$ cat config.mk
export PLATFORM = sky130hd
export DESIGN_NAME = vga_sync_decoder
export DESIGN_NICKNAME = d
export VERILOG_FILES = /design/src/rtl/vga_pkg.sv /design/src/rtl/sync_edge_detect.sv /design/src/rtl/vga_sync_decoder.sv
export SDC_FILE = /design/constraint.sdc
export NUM_CORES = 1
export LEC_CHECK = 0
export BUFFER_PORTS_ARGS = -buffer_cell sky130_fd_sc_hd__clkbuf_2
export CAP_MARGIN = 5
export CORE_MARGIN = 2
export CORE_UTILIZATION = 45
export DETAILED_ROUTE_END_ITERATION = 10
export PLACE_DENSITY_LB_ADDON = 0.05
export RECOVER_POWER = 100
export SLEW_MARGIN = 20
export SYNTH_ARGS = -nofsm -noshare
export SYNTH_HDL_FRONTEND = slang
export SYNTH_SLANG_ARGS = --single-unit
$ cat constraint.sdc
create_clock -name clk_in -period 4.9 [get_ports clk_in]
set_clock_uncertainty 0.2 [all_clocks]
set_input_delay 0.49 -clock clk_in [delete_from_list [all_inputs] [get_ports clk_in]]
set_output_delay 0.49 -clock clk_in [all_outputs]
set_load 0.1 [all_outputs]
$ cat src/rtl/vga_pkg.sv
// Shared VGA definitions for the 1280x960 timing family.
// Holds the counter width, the default active/start timing constants
// and the sync-decoder FSM state encoding.
package vga_pkg;
    localparam int CNT_W        = 12;
    localparam int H_ACTIVE_DEF = 1280;
    localparam int V_ACTIVE_DEF = 960;
    // Sync pulse plus back porch: 112 + 312 clocks, 3 + 36 lines.
    localparam int H_START_DEF  = 112 + 312;
    localparam int V_START_DEF  = 3 + 36;

    typedef enum logic [1:0] {
        SEARCH  = 2'd0,
        MEASURE = 2'd1,
        LOCKED  = 2'd2
    } sync_state_e;
endpackage

$ cat src/rtl/sync_edge_detect.sv
// Input register for one sync line plus a leading-edge pulse.
// The sync is converted to "asserted = 1" on the way in. The edge is
// combinational from the two stages: s1 asserted and s2 not asserted.
// Ports:
//   clk_in, reset  pixel clock, async active-high reset
//   sync_in        raw sync from the pin
//   sync_edge      one-cycle leading-edge pulse, aligned to the s1 stage
module sync_edge_detect #(
    parameter bit SYNC_POL = 1'b1
) (
    input  logic clk_in,
    input  logic reset,
    input  logic sync_in,
    output logic sync_edge
);
    logic s1_q, s1_d;
    logic s2_q, s2_d;

    always_comb begin
        s1_d = (sync_in == SYNC_POL);
        s2_d = s1_q;
    end

    always_ff @(posedge clk_in or posedge reset) begin
        if (reset) begin
            s1_q <= 1'b0;
            s2_q <= 1'b0;
        end else begin
            s1_q <= s1_d;
            s2_q <= s2_d;
        end
    end

    assign sync_edge = s1_q & ~s2_q;
endmodule

$ cat src/rtl/vga_sync_decoder.sv
// VGA receive-side timing recovery.
// Recovers line/frame timing from sync leading edges, measures line and
// frame length, locks after LOCK_FRAMES consistent frames, and emits pixel
// coordinates with sampled colour two clocks after the input.
// Ports:
//   clk_in, reset              pixel clock, async active-high reset
//   h_sync_in, v_sync_in       syncs, asserted level SYNC_POL
//   r_in, g_in, b_in           4-bit colour
//   pix_x, pix_y, pix_valid    active coordinates, valid when locked+in window
//   r_out, g_out, b_out        colour, forced to 0 when pix_valid=0
//   line_start, frame_start    sync leading-edge pulses, pixel-aligned
//   locked                     timing stable
//   h_total, v_total           last measured clocks/line, lines/frame
module vga_sync_decoder #(
    parameter int H_ACTIVE    = vga_pkg::H_ACTIVE_DEF,
    parameter int V_ACTIVE    = vga_pkg::V_ACTIVE_DEF,
    parameter int H_START     = vga_pkg::H_START_DEF,
    parameter int V_START     = vga_pkg::V_START_DEF,
    parameter bit SYNC_POL    = 1'b1,
    parameter int LOCK_FRAMES = 2,
    parameter int CNT_W       = vga_pkg::CNT_W
) (
    input  logic             clk_in,
    input  logic             reset,
    input  logic             h_sync_in,
    input  logic             v_sync_in,
    input  logic [3:0]       r_in,
    input  logic [3:0]       g_in,
    input  logic [3:0]       b_in,
    output logic [CNT_W-1:0] pix_x,
    output logic [CNT_W-1:0] pix_y,
    output logic             pix_valid,
    output logic [3:0]       r_out,
    output logic [3:0]       g_out,
    output logic [3:0]       b_out,
    output logic             line_start,
    output logic             frame_start,
    output logic             locked,
    output logic [CNT_W-1:0] h_total,
    output logic [CNT_W-1:0] v_total
);
    import vga_pkg::*;

    if (H_START + H_ACTIVE >= (1 << CNT_W)) begin : g_bad_window
        $error("H_START+H_ACTIVE must fit in CNT_W bits");
    end

    localparam logic [CNT_W-1:0] CNT_MAX = '1;
    localparam logic [CNT_W-1:0] CNT_ONE = CNT_W'(1);
    localparam logic [CNT_W-1:0] H_LO    = CNT_W'(H_START);
    localparam logic [CNT_W-1:0] H_HI    = CNT_W'(H_START + H_ACTIVE);
    localparam logic [CNT_W-1:0] V_LO    = CNT_W'(V_START);
    localparam logic [CNT_W-1:0] V_HI    = CNT_W'(V_START + V_ACTIVE);
    localparam logic [CNT_W-1:0] LOCK_N  = CNT_W'(LOCK_FRAMES);

    logic h_edge, v_edge;

    sync_edge_detect #(.SYNC_POL(SYNC_POL)) u_h_edge (
        .clk_in(clk_in), .reset(reset), .sync_in(h_sync_in), .sync_edge(h_edge));
    sync_edge_detect #(.SYNC_POL(SYNC_POL)) u_v_edge (
        .clk_in(clk_in), .reset(reset), .sync_in(v_sync_in), .sync_edge(v_edge));

    sync_state_e      state_q, state_d;
    logic [3:0]       r_s1_q, r_s1_d, g_s1_q, g_s1_d, b_s1_q, b_s1_d;
    logic [CNT_W-1:0] hc_q, hc_d, vc_q, vc_d;
    logic [CNT_W-1:0] ref_h_q, ref_h_d, ref_v_q, ref_v_d, good_q, good_d;
    logic             ref_h_vld_q, ref_h_vld_d, ref_v_vld_q, ref_v_vld_d;
    logic             err_q, err_d;
    logic [CNT_W-1:0] pix_x_q, pix_x_d, pix_y_q, pix_y_d;
    logic [CNT_W-1:0] h_total_q, h_total_d, v_total_q, v_total_d;
    logic             pix_valid_q, pix_valid_d, locked_q, locked_d;
    logic             line_start_q, line_start_d, frame_start_q, frame_start_d;
    logic [3:0]       r_q, r_d, g_q, g_d, b_q, b_d;

    logic             sat_h, sat_v, h_err, err_now, frame_ok, timeout, win;
    logic [CNT_W-1:0] cur_h, cur_v;

    always_comb begin
        r_s1_d = r_in;
        g_s1_d = g_in;
        b_s1_d = b_in;

        sat_h = (hc_q == CNT_MAX);
        sat_v = (vc_q == CNT_MAX);
        cur_h = hc_q + CNT_ONE;
        cur_v = vc_q + CNT_ONE;

        // Counters describe the pixel currently in s1: the sync-edge pixel is hc=0.
        hc_d = hc_q;
        vc_d = vc_q;
        if (h_edge || v_edge) hc_d = '0;
        else if (!sat_h)      hc_d = cur_h;
        if (v_edge)                 vc_d = '0;
        else if (h_edge && !sat_v)  vc_d = cur_v;

        h_total_d = h_edge ? cur_h : h_total_q;
        v_total_d = v_edge ? cur_v : v_total_q;

        state_d     = state_q;
        ref_h_d     = ref_h_q;
        ref_h_vld_d = ref_h_vld_q;
        ref_v_d     = ref_v_q;
        ref_v_vld_d = ref_v_vld_q;
        good_d      = good_q;
        err_d       = err_q;

        h_err   = sat_h || (h_edge && ref_h_vld_q && (cur_h != ref_h_q));
        err_now = err_q || h_err;
        if (h_err) err_d = 1'b1;

        // Reference line length comes from the first full line after a (re)load;
        // the line ending at the SEARCH exit edge may be a partial one.
        if (h_edge && !ref_h_vld_q && (state_q != SEARCH)) begin
            ref_h_d     = cur_h;
            ref_h_vld_d = 1'b1;
        end

        // The first full frame after a reload sets ref_v and counts as good
        // if its lines were consistent.
        frame_ok = !err_now && (!ref_v_vld_q || (cur_v == ref_v_q));

        unique case (state_q)
            SEARCH: if (v_edge) begin
                state_d     = MEASURE;
                good_d      = '0;
                err_d       = 1'b0;
                ref_h_vld_d = 1'b0;
                ref_v_vld_d = 1'b0;
            end
            MEASURE: if (v_edge) begin
                err_d       = 1'b0;
                ref_v_d     = cur_v;
                ref_v_vld_d = 1'b1;
                if (frame_ok) begin
                    good_d = good_q + CNT_ONE;
                    if (good_q + CNT_ONE >= LOCK_N) state_d = LOCKED;
                end else begin
                    good_d      = '0;
                    ref_h_vld_d = 1'b0;
                end
            end
            LOCKED: if (v_edge) begin
                err_d = 1'b0;
                if (!frame_ok) begin
                    state_d     = MEASURE;
                    good_d      = '0;
                    ref_v_d     = cur_v;
                    ref_h_vld_d = 1'b0;
                end
            end else if (h_err) begin
                state_d = MEASURE;
                good_d  = '0;
            end
            default: state_d = SEARCH;
        endcase

        // Missing hsync (hc pinned) or missing vsync (vc pinned) drops to SEARCH.
        timeout = (sat_h && !h_edge && !v_edge) || (sat_v && !v_edge);
        if (timeout) begin
            state_d     = SEARCH;
            good_d      = '0;
            ref_h_vld_d = 1'b0;
            ref_v_vld_d = 1'b0;
        end

        // Output stage is registered from next-state values so coordinates,
        // colour and edge pulses all land two clocks after the input.
        win         = (hc_d >= H_LO) && (hc_d < H_HI) && (vc_d >= V_LO) && (vc_d < V_HI);
        locked_d    = (state_d == LOCKED);
        pix_valid_d = win && locked_d;
        pix_x_d     = win ? hc_d - H_LO : pix_x_q;
        pix_y_d     = win ? vc_d - V_LO : pix_y_q;
        r_d         = pix_valid_d ? r_s1_q : 4'h0;
        g_d         = pix_valid_d ? g_s1_q : 4'h0;
        b_d         = pix_valid_d ? b_s1_q : 4'h0;
        line_start_d  = h_edge;
        frame_start_d = v_edge;
    end

    always_ff @(posedge clk_in or posedge reset) begin
        if (reset) begin
            state_q       <= SEARCH;
            r_s1_q        <= '0;  g_s1_q <= '0;  b_s1_q <= '0;
            hc_q          <= '0;  vc_q   <= '0;
            ref_h_q       <= '0;  ref_v_q <= '0;  good_q <= '0;
            ref_h_vld_q   <= 1'b0;
            ref_v_vld_q   <= 1'b0;
            err_q         <= 1'b0;
            pix_x_q       <= '0;  pix_y_q <= '0;
            h_total_q     <= '0;  v_total_q <= '0;
            pix_valid_q   <= 1'b0;
            locked_q      <= 1'b0;
            line_start_q  <= 1'b0;
            frame_start_q <= 1'b0;
            r_q           <= '0;  g_q <= '0;  b_q <= '0;
        end else begin
            state_q       <= state_d;
            r_s1_q        <= r_s1_d;  g_s1_q <= g_s1_d;  b_s1_q <= b_s1_d;
            hc_q          <= hc_d;    vc_q   <= vc_d;
            ref_h_q       <= ref_h_d; ref_v_q <= ref_v_d; good_q <= good_d;
            ref_h_vld_q   <= ref_h_vld_d;
            ref_v_vld_q   <= ref_v_vld_d;
            err_q         <= err_d;
            pix_x_q       <= pix_x_d; pix_y_q <= pix_y_d;
            h_total_q     <= h_total_d; v_total_q <= v_total_d;
            pix_valid_q   <= pix_valid_d;
            locked_q      <= locked_d;
            line_start_q  <= line_start_d;
            frame_start_q <= frame_start_d;
            r_q           <= r_d;  g_q <= g_d;  b_q <= b_d;
        end
    end

    assign pix_x       = pix_x_q;
    assign pix_y       = pix_y_q;
    assign pix_valid   = pix_valid_q;
    assign r_out       = r_q;
    assign g_out       = g_q;
    assign b_out       = b_q;
    assign line_start  = line_start_q;
    assign frame_start = frame_start_q;
    assign locked      = locked_q;
    assign h_total     = h_total_q;
    assign v_total     = v_total_q;
endmodule
==> metrics.cfg <==
[finish]
layout-drive-gt1-share_pct = 7.26
finish.utilization_pct = 52.4
fillers = 1626
antenna_cells = 0
final_common_cell = dfrtp_1
areaGrowthSynthToFinish_pct = 14.9
final_cell_mix = dfrtp_1 (145), nand2_1 (73), clkbuf_1 (73)
nNetsFinal = 924

[power]
clkPwrFrac_pct = 35.4
p_comb_share_pct = 27.5
power_density_nw_per_um2 = 431
finalPower_mw = 3.88
p_leak_nw = 3.97
seqPwrFrac_pct = 37.1
power.internal_mw = 2.49
switchingPower_mw = 1.39
vdd_drop_max_mv = 0.330
switching_share_pct = 35.8

[timing]
finalSetupTns_ps = 0
slew_headroom_pct = -77.8
max_freq_ghz = 0.215
rsz0062_at_grt = false
finalHoldViolCount = 0
post-route-period-util_pct = 95.1
fin_crit_ps = 4660
setup_viol_count_final = 0
maxSlewViolCount = 72
worstMarginPinSlew_ps = 2660

[floorplan]
floorplan.rows = 48
start_util_pct = 45.6
io_pins = 80
die_x_um = 136
core_um2 = 17200
die_h_um = 136
dieArea_um2 = 18500

[critical_path]
crit-reg2reg-launch = hc_q[0]$_DFF_PP0_
cp_slowest_stage_delay_ps = 880
worstSetupStartpointType = flip-flop
crit_path_top_delay_cell = and2_1
critPathLaunch = hc_q[0]$_DFF_PP0_
critical_path_class = reg -> reg
worstPathArrival_ps = 4760
crit_fanout = 23
required_ps = 5000
critPathCaptureType = flip-flop
worstPathCellList = ha_1 > nand3_4 > or4_1 > clkbuf_1 > a31oi_1 > a32oi_1 > a2111oi_4 > and2_1 > mux2_1

[global_route]
gr-total-overflow = 0
antenna_found_initial = 0
met2_usage_pct = 37.5
grt_max_degree = 72
grt_pass1_wl_mm = 32.5
busiest_layer = met2
grt_use_total_pct = 22.4
met1_usage_pct = 28.9
grt_pass1_vias = 6363
grtUsageMet3_pct = 4.44

[yosys]
synth_cell_types = 74
synth_nets = 856
synth_area_um2 = 7830
synth_area_per_cell_um2 = 9.45
synth_cells = 829
ys_warn_count = 0
seq_area_frac_synth_pct = 46.3
synth-main-ff-cell = dfrtp_1
ys_seq_elements = 145
async_flop_share_pct = 100
synth_edf_count = 0

[clocking]
clkTransAtPathRegs_ps = 60
cts_root_buf = clkbuf_16
h-tree-depth = 4
clk_latency_ps = 420
ctsResizeCount = 0
clkSinkCount = 145
cts_made_buffers = 17
clock_path_buffers = 2
cts_tree = yes

[drt]
remaining_drc_errors = 0
drt_iter0_drc = 390
ant_nets = 0
vias_per_cell = 5.75
routedWlPerCell_um = 17.5
routed_wl_mm = 19.8
dr.pass1.iters = 5
vias = 6519

[outcome]
violations = capacitance limit, slew limit
run_status = complete, but fails checks

[min_path]
min_from = u_v_edge.s1_q$_DFF_PP0_
holdCritPathClass = reg -> reg

[place]
dpl.hpwl_mm = 14.1
place_congestion = 0.964
io_buffers = 79

[job]
maxCapViolCount = 1

-- cell type report --
cell class              count  area [um^2]  area share [%]
clock buffers              19          453            5.03
clock inverters            12          170            1.89
inverters                  43          161            1.79
multi-input cells         579         3750            41.7
flip-flops and latches    145         3630            40.3
well taps                 225          282            3.13
repair buffers            111          554            6.16
-- cell families (layout without fill, tap and decap cells) --
family	Yosys count	count (layout)	share of synthesized area [%]
and+or+nand+nor	307	307	20.3
AOI/OAI and AO/OA	176	176	15.5
DFF	145	145	46.3
buffers and inverters	105	185	5.56
xor gates and xnor gates	60	60	7.08
muxes	25	25	3.50
adders and majority gates	11	11	1.76
-- state kept, by name (all words and copies together) (netlist names), 12 cells and up --
name,flops
good_q,12
h_total,12
hc_q,12
pix_x,12
pix_y,12
ref_h_q,12
ref_v_q,12
v_total,12
vc_q,12
-- through the flow --
stage          std cells  setup slack (ps)  hold slack, ps  cell area, um^2
6_report            1134               240             184             9000
5_1_grt             1134              46.6             204             9000
3_3_place_gp        1087               418             163             8370
4_1_cts             1134               300             186             9150
2_1_floorplan        829               315             155             7830
3_5_place_dp        1088               347             169             8380
-- Yosys cell counts (all sizes together), types with 5 or more instances --
cell,count,area share (%)
dfrtp,145,46
nand2,73,3.5
nor2,58,2.8
a21oi,48,3.1
inv,42,2.0
clkbuf,40,1.9
xnor2,40,4.5
o21ai,35,2.2
nand3,33,2.3
and3,29,2.3
nor4,29,2.3
buf,22,1.6
nor3,20,1.3
mux2,19,2.7
xor2,18,2.0
or3,16,1.3
nand4,13,1.0
ha,11,1.8
a31oi,10,0.88
and2,10,0.80
o221ai,10,1.1
a221o,8,1.0
and4,7,0.78
o211ai,7,0.67
o31ai,7,0.67
mux2i,6,0.77
nand2b,6,0.48
a2111oi,5,0.80
or4,5,0.53
-- timing repair --
action,in CTS,in global routing
hold buffers,15,0
endpoints found under the hold margin,51,0
setup buffers,0,0
-- worst max-delay path, delay by kind of cell (launching register included) --
kind	cells	cell delay (ps)
AO/OA/AOI/OAI	3	1280
adder cells (fa/ha/maj)	1	290
buffers and inverters	1	300
flip-flops	1	490
multiplexers	1	390
AND/OR/NAND/NOR	3	1570
-- layer usage --
layer | routed length [um] | share of wire, %
met2 | 9880 | 50
met5 | 0 | 0
met4 | 507 | 2.6
met1 | 8650 | 44
met3 | 766 | 3.9
-- path summary, 6_finish.rpt --
check	endpoint	slack, ps	cells past startpoint
setup / recovery	pix_x[11]$_DFFE_PP0P_	240	9
hold / removal	u_v_edge.s2_q$_DFF_PP0_	180	0
setup reg to reg	pix_x[11]$_DFFE_PP0P_	240	9
hold reg to reg	u_v_edge.s2_q$_DFF_PP0_	180	0
max in group asynchronous	g_out[1]$_DFF_PP0_	900	4
min in group asynchronous	h_total[6]$_DFFE_PP0P_	1330	3
-- power groups by stage --
| stage | registers [mW] | clock network (mW) | logic [mW] |
|---|---|---|---|
| detailed placement | 1.46 | 0 | 1.07 |
| CTS | 1.44 | 1.40 | 1.09 |
| global placement | 1.46 | 0 | 1.06 |
| finish | 1.44 | 1.38 | 1.07 |
| floorplan | 1.53 | 0 | 0.725 |
| global route | 1.46 | 1.45 | 1.18 |
No activity file was read; power rests on OpenSTA's default activity.
